### src/rtl/matmul_pkg.sv
// matmul_pkg: shared FSM state encoding, default matrix size and index-width helper for the matmul sequencer
package matmul_pkg;
  typedef enum logic [2:0] {
    IDLE  = 3'd0,
    ISSUE = 3'd1,
    DRAIN = 3'd2,
    WRITE = 3'd3,
    DONE  = 3'd4
  } state_t;
  localparam int N_DEF = 3;
  function automatic int idx_w(input int n);
    return (n > 2) ? $clog2(n) : 1;
  endfunction
endpackage

### src/rtl/matmul_idx_counter.sv
// matmul_idx_counter: 0..N-1 wrapping index counter; ports clock, reset, clear, en in; value out, wrap high while value is N-1
module matmul_idx_counter #(
  parameter int N  = 3,
  parameter int IW = 2
) (
  input  logic          clock,
  input  logic          reset,
  input  logic          clear,
  input  logic          en,
  output logic [IW-1:0] value,
  output logic          wrap
);
  assign wrap = value == IW'(N - 1);
  always_ff @(posedge clock)
    if (reset || clear) value <= '0;
    else if (en) value <= wrap ? '0 : value + 1'b1;
endmodule

### src/rtl/matmul_sequencer.sv
// matmul_sequencer: C = A x B control FSM; in clock/reset/start/abort; out busy/done, A(i,k)/B(k,j) read addresses, mac_en/mac_clear, res_we with C(i,j) address
module matmul_sequencer
  import matmul_pkg::*;
#(
  parameter int N  = N_DEF,
  parameter int IW = idx_w(N)
) (
  input  logic          clock,
  input  logic          reset,
  input  logic          start,
  input  logic          abort,
  output logic          busy,
  output logic          done,
  output logic [IW-1:0] a_row,
  output logic [IW-1:0] a_col,
  output logic [IW-1:0] b_row,
  output logic [IW-1:0] b_col,
  output logic          mac_en,
  output logic          mac_clear,
  output logic          res_we,
  output logic [IW-1:0] res_row,
  output logic [IW-1:0] res_col
);
  state_t state, state_n;
  logic [IW-1:0] i, j, k;
  logic i_w, j_w, k_w, clr;
  // Counters are zeroed whenever the FSM heads to IDLE, so IDLE always shows zero addresses.
  assign clr = state_n == IDLE;
  matmul_idx_counter #(.N(N), .IW(IW)) u_k (
    .clock(clock), .reset(reset), .clear(clr), .en(state == ISSUE), .value(k), .wrap(k_w)
  );
  matmul_idx_counter #(.N(N), .IW(IW)) u_j (
    .clock(clock), .reset(reset), .clear(clr), .en(state == WRITE), .value(j), .wrap(j_w)
  );
  matmul_idx_counter #(.N(N), .IW(IW)) u_i (
    .clock(clock), .reset(reset), .clear(clr), .en(state == WRITE && j_w), .value(i), .wrap(i_w)
  );
  always_comb begin
    state_n = state;
    if (abort) state_n = IDLE;
    else
      case (state)
        IDLE:    state_n = start ? ISSUE : IDLE;
        ISSUE:   state_n = k_w ? DRAIN : ISSUE;
        DRAIN:   state_n = WRITE;
        WRITE:   state_n = (i_w && j_w) ? DONE : ISSUE;
        default: state_n = IDLE;
      endcase
  end
  // mac strobes trail the issue cycle by the one-cycle read latency; abort kills the pending one.
  always_ff @(posedge clock)
    if (reset) begin
      state     <= IDLE;
      mac_en    <= 1'b0;
      mac_clear <= 1'b0;
    end else begin
      state     <= state_n;
      mac_en    <= state == ISSUE && !abort;
      mac_clear <= state == ISSUE && !abort && k == '0;
    end
  assign busy    = state == ISSUE || state == DRAIN || state == WRITE;
  assign done    = state == DONE;
  assign res_we  = state == WRITE;
  assign a_row   = i;
  assign a_col   = k;
  assign b_row   = k;
  assign b_col   = j;
  assign res_row = i;
  assign res_col = j;
endmodule

### config.mk
export PLATFORM = sky130hd
export DESIGN_NAME = matmul_sequencer
export DESIGN_NICKNAME = d
export VERILOG_FILES = /design/src/rtl/matmul_pkg.sv /design/src/rtl/matmul_idx_counter.sv /design/src/rtl/matmul_sequencer.sv
export SDC_FILE = /design/constraint.sdc
export NUM_CORES = 1
export LEC_CHECK = 0
export CAP_MARGIN = 15
export CORE_MARGIN = 5
export CORE_UTILIZATION = 35
export DETAILED_ROUTE_END_ITERATION = 16
export PLACE_DENSITY = 0.67
export SLEW_MARGIN = 20
export SYNTH_ARGS = -nofsm -noshare
export SYNTH_HDL_FRONTEND = slang
export SYNTH_SLANG_ARGS = --single-unit
export TNS_END_PERCENT = 30
### constraint.sdc
create_clock -name clock -period 2.35 [get_ports clock]
set_clock_uncertainty 0.05 [all_clocks]
set_input_delay 0.47 -clock clock [delete_from_list [all_inputs] [get_ports clock]]
set_output_delay 0.47 -clock clock [all_outputs]
set_load 0.01 [all_outputs]
### Word-level counts from Yosys, hierarchy flattened

Index checks and enable logic that the tools add are counted.

| word-level totals | value |
|---|---|
| logic and storage cells | 35 |
| bits of input ports | 4 |
| output and inout bits | 17 |
| flip-flop bits (word level) | 11 |

| operators by class | value |
|---|---|
| $add $sub $neg | 3 |
| mux-type cells | 8 |
| equal/unequal tests | 7 |
| reductions and logical operators | 11 |

Operator list:

| cell | number |
|---|---|
| $pmux W3 S4 | 1 |
| $mux W2 | 4 |
| $add A2 B1 Y2 const B | 3 |
| $eq A2 B2 Y1 const B | 3 |
| $eq A3 B2 Y1 const B | 2 |
| $logic_not A3 Y1 | 2 |
| $mux W3 | 2 |
| $logic_and A1 B1 Y1 | 4 |
| $eq A3 B1 Y1 const B | 1 |
| $eq A3 B3 Y1 const B | 1 |
| $logic_or A1 B1 Y1 | 3 |
| $logic_not A2 Y1 | 1 |
| $logic_not A1 Y1 | 1 |
| $mux W1 | 1 |

### Depth between registers and ports, before layout

| logic depth | value |
|---|---|
| depth in word-level cells | 7 |
| gate-level depth with buffers | 5 |
| mapped depth without buffers | 4 |

### Modules after synthesis

A second synthesis with hierarchy kept.

| second synthesis, totals | value |
|---|---|
| cell total of the unflattened synthesis | 63 |
| area, all modules | 596.8 um2 |

By module, submodules not included:

| module | seq. area each (um2) | area an instance (um2) | instances | cells an instance |
|---|---|---|---|---|
| matmul_sequencer | 100.1 | 311.5 | 1 | 36 |
| matmul_idx_counter | 40.0 | 95.1 | 3 | 9 |

### Worst setup path before layout

No wires, ideal clock.

| timing path | value |
|---|---|
| path type | reg-to-reg |
| start point | register state[0] |
| end point | register u_i.value[0] |
| clock period less this slack | 1.553 ns |
| library setup time | 0.070 ns |
| cell stages (with the launch flop) | 6 |
| required time | 2.230 ns |
| path buffers | 1 |
| data arrival time | 1.433 ns |
| setup slack | 0.797 ns |
| cells stage by stage | dfxtp_1 > or3b_1 > buf_2 > a21o_1 > a311o_1 > a21oi_1 |

| on the way | value |
|---|---|
| cells in the longest elaborated chain, start to end | 5 |
| elaborated cells between the ends (all ways) | 9 |
| classes of those cells | eq/ne: 3; mux: 2; reduce/logical: 4 |

Ends and longest elaborated chain:

| item | line | text |
|---|---|---|
| from (decl) | matmul_sequencer.sv:24 | `state_t state, state_n;` |
| from (signal assigned) | matmul_sequencer.sv:57 | `state <= state_n;` |
| $eq A3 B2 Y1 (tied with other cells) | matmul_sequencer.sv:36, matmul_sequencer.sv:42 |  |
| $pmux W3 S4 | matmul_sequencer.sv:42 | `case (state)` |
| $mux W3 | matmul_sequencer.sv:40 | `if (abort) state_n = IDLE;` |
| $logic_not A3 Y1 | matmul_sequencer.sv:28 | `assign clr = state_n == IDLE;` |
| $logic_or A1 B1 Y1 | matmul_idx_counter.sv:15 | `if (reset \|\| clear) value <= '0;` |
| to (signal assigned) | matmul_idx_counter.sv:16 | `else if (en) value <= wrap ? '0 : value + 1'b1;` |
| to (decl) | matmul_idx_counter.sv:10 | `output logic [IW-1:0] value,` |

Parallel ways exist; a longest one is shown, timed or not.
A chain may end at the register's enable or synchronous reset.

### Worst setup path in the final report

| timing path | value |
|---|---|
| start point | register state[0] |
| end point | output done |

| on the way | value |
|---|---|
| cells in the longest elaborated chain, start to end | 1 |

Ends and longest elaborated chain:

| item | line | text |
|---|---|---|
| $eq A3 B3 Y1 | matmul_sequencer.sv:62 | `assign done = state == DONE;` |
| to (decl) | matmul_sequencer.sv:13 | `output logic done,` |

No other way between the ends.

==> out/qor.txt <==
synth top area cells - dfxtp_1 (42%), a21oi_1 (12%), buf_4 (8.6%), nor3_1 (3.8%), nand2b_1 (3.6%)
DP HPWL - 826.6 um
mapped cell area - 526.8 sq um
CP Capture Type - primary output
grt met2 use - 0.1348
share of the synthesized area in the top cell type - 0.4181
setup slack after layout - 0.4263 ns
FMAX - 0.5198 GHz
Final nets - 85
Core Rows - 14
first-pass GRT wire length - 1835 um
Warnings, synthesis - 0
DR vias/cell - 4.760
Die Wd - 48.80 um
grt ovf - 0
critical path peak fanout - 6
RSZ-0062 raised after global routing - no
io pins - 21
CTS Buf Count - 3
share of layout cells above drive strength 1 - 0.07500
initial antenna violation count - 0
Initial Util - 0.3580
htree depth - 1
DR WL/cell - 11.49 um
crit path kind - flop to primary output
Clock Tree Root - clkbuf_4
Finished Layout Cells - 96
Synth Net Count - 66
DP Worst Slack - 0.3916 ns
layer with the highest usage - met2
Worst Tran Pin Value - 0.4325 ns
post-synth cell types - 20
M1 GR Usage - 0.1283
routed wire length - 1103 um
final setup violating endpoints - 0
RePlAce Congestion - 0.7177
DRC Markers - 0
Max Cap Viol - 0
status - completed
Syn Area/Cell - 8.496 sq um
Setup TNS Final - 0 ns
fillers - 149
CP max stage delay - 0.53 ns
Core Region - 1471 sq um
clock-pin slew on the worst setup and hold paths - 0.06 ns
initial drt markers - 8
Worst VDD drop - 195.0 uV
Total GRT Usage - 0.09748
CP cell instances - nor2_1 -> and2_1 -> clkdlybuf4s50_1
fin crit period - 1.924 ns
Hold-fix buffers, CTS - 0
required time worst endpoint - 1.83 ns
sequential area share after synthesis - 0.4181
Worst Path Arrival - 1.40 ns
number of global-route vias before repair - 405
clock sinks - 11
Synth Register Bits - 11
ANT cells - 0
critical path launch point type - flop
Post-CTS Repair Setup Buffers - 0
final hold vios - 0
die area - 2381 sq um
slew margin rel. - 0.7097
Port Buffers - 20
CTS Buffer Depth - 2
Layout area overhead - 38.72%
critical path's slowest cell - clkdlybuf4s50_1
CTS tree - yes
die height - 48.80 um
worst min path class - flop to flop
Clk Latency, worst-skew pair - 0.26 ns
post-CTS sizing - 0
drt first pass iters - 3
pin count of the biggest net entering global routing - 10
crit share post-route - 0.8186
LEAKAGE - 0.2483 nW
Antenna Nets Post-Route - 0
via count - 457
hold_ws - 0.5255 ns
met3 GRT Util - 0.02752
power density cells - 458.8 nW/um^2
fin. max-slew vios - 0
Syn Inst Count - 62
cell taking the most area after synthesis - dfxtp_1
Post-Place Cells - 92
==> cells by family after synthesis <==
family | Yosys count | synth area share
and+or+nand+nor | 23 | 0.2708
AOI/OAI and AO/OA | 18 | 0.1948
buffers and inverters | 10 | 0.1164
DFF | 11 | 0.4180
==> area by class of cell <==
type | instances | area (sq um) | area share
repair buffers | 21 | 207.7 | 0.2842
well taps | 16 | 20.02 | 0.02740
flip-flops and latches | 11 | 220.2 | 0.3014
inverters | 3 | 11.26 | 0.01541
clock buffers | 4 | 26.28 | 0.03596
multi-input cells | 41 | 245.2 | 0.3356
==> metrics by stage <==
stage	area (sq um)	utilization	power [W]
after global placement	704.4	0.4787	0.0002151
after global routing	730.7	0.4966	0.0003529
after CTS	730.7	0.4966	0.0003429
final	730.7	0.4966	0.0003352
after floorplan	526.8	-	0.0002053
after detailed placement	704.4	0.4787	0.0002154
==> worst max-delay path: cells and delay by family, from the launching register on <==
| kind | cells | cell delay [ns] |
|---|---|---|
| flip-flops | 1 | 0.35 |
| AND/OR/NAND/NOR | 2 | 0.27 |
| buffers and inverters | 1 | 0.53 |
==> cells in the mapped netlist, drive strengths merged <==
cell and number:
nor3 4, or3b 1, or2 2, nor4 2
nor3b 2, inv 3, buf 7, o21ai 1
a21oi 13, a311o 1, dfxtp 11, o21bai 2
nor2 4, nand4bb 1, nand3b 1, and2 2
nor4b 1, nand2b 3, a21o 1
==> flip-flops by register name, summed over array words and instances (netlist names) <==
name,count
u_i.value,2
state,3
mac_en,1
mac_clear,1
u_j.value,2
u_k.value,2
==> cells in the final DEF, fill, tap and decap left out <==
cell	n
clkdlybuf4s50_1	20
a21oi_1	13
dfxtp_1	11
nor2_1	4
nor3_1	4
inv_1	3
nand2b_1	3
clkbuf_4	3
and2_1	2
o21bai_1	2
or2_2	2
nor3b_1	2
nor4_1	2
nand3b_1	1
or3b_1	1
a21o_1	1
a311o_1	1
nand4bb_1	1
o21ai_1	1
nor4b_1	1
clkbuf_1	1
buf_4	1
==> power breakdown <==
group          switching [W]  internal, W
Clock              0.0000589    0.0000655
Combinational     0.00000862    0.0000124
Sequential        0.00000176     0.000188
Total              0.0000693     0.000266
==> final timing paths <==
check,endpoint,depth (start not counted),from,slack [ns]
max,done,3,state[0],0.43
min,u_j.value[0],2,u_j.value[0],0.53
max reg2reg,u_i.value[0],4,state[0],0.65
min reg2reg,u_j.value[0],2,u_j.value[0],0.53
==> layer usage <==
| layer | routed length, um | vias to the layer above |
|---|---|---|
| met5 | 0 | - |
| met4 | 23 | 0 |
| met3 | 48 | 2 |
| met2 | 495 | 13 |
| met1 | 536 | 192 |
| li1 | - | 250 |
Note: power is estimated with default switching activity, not from simulation.
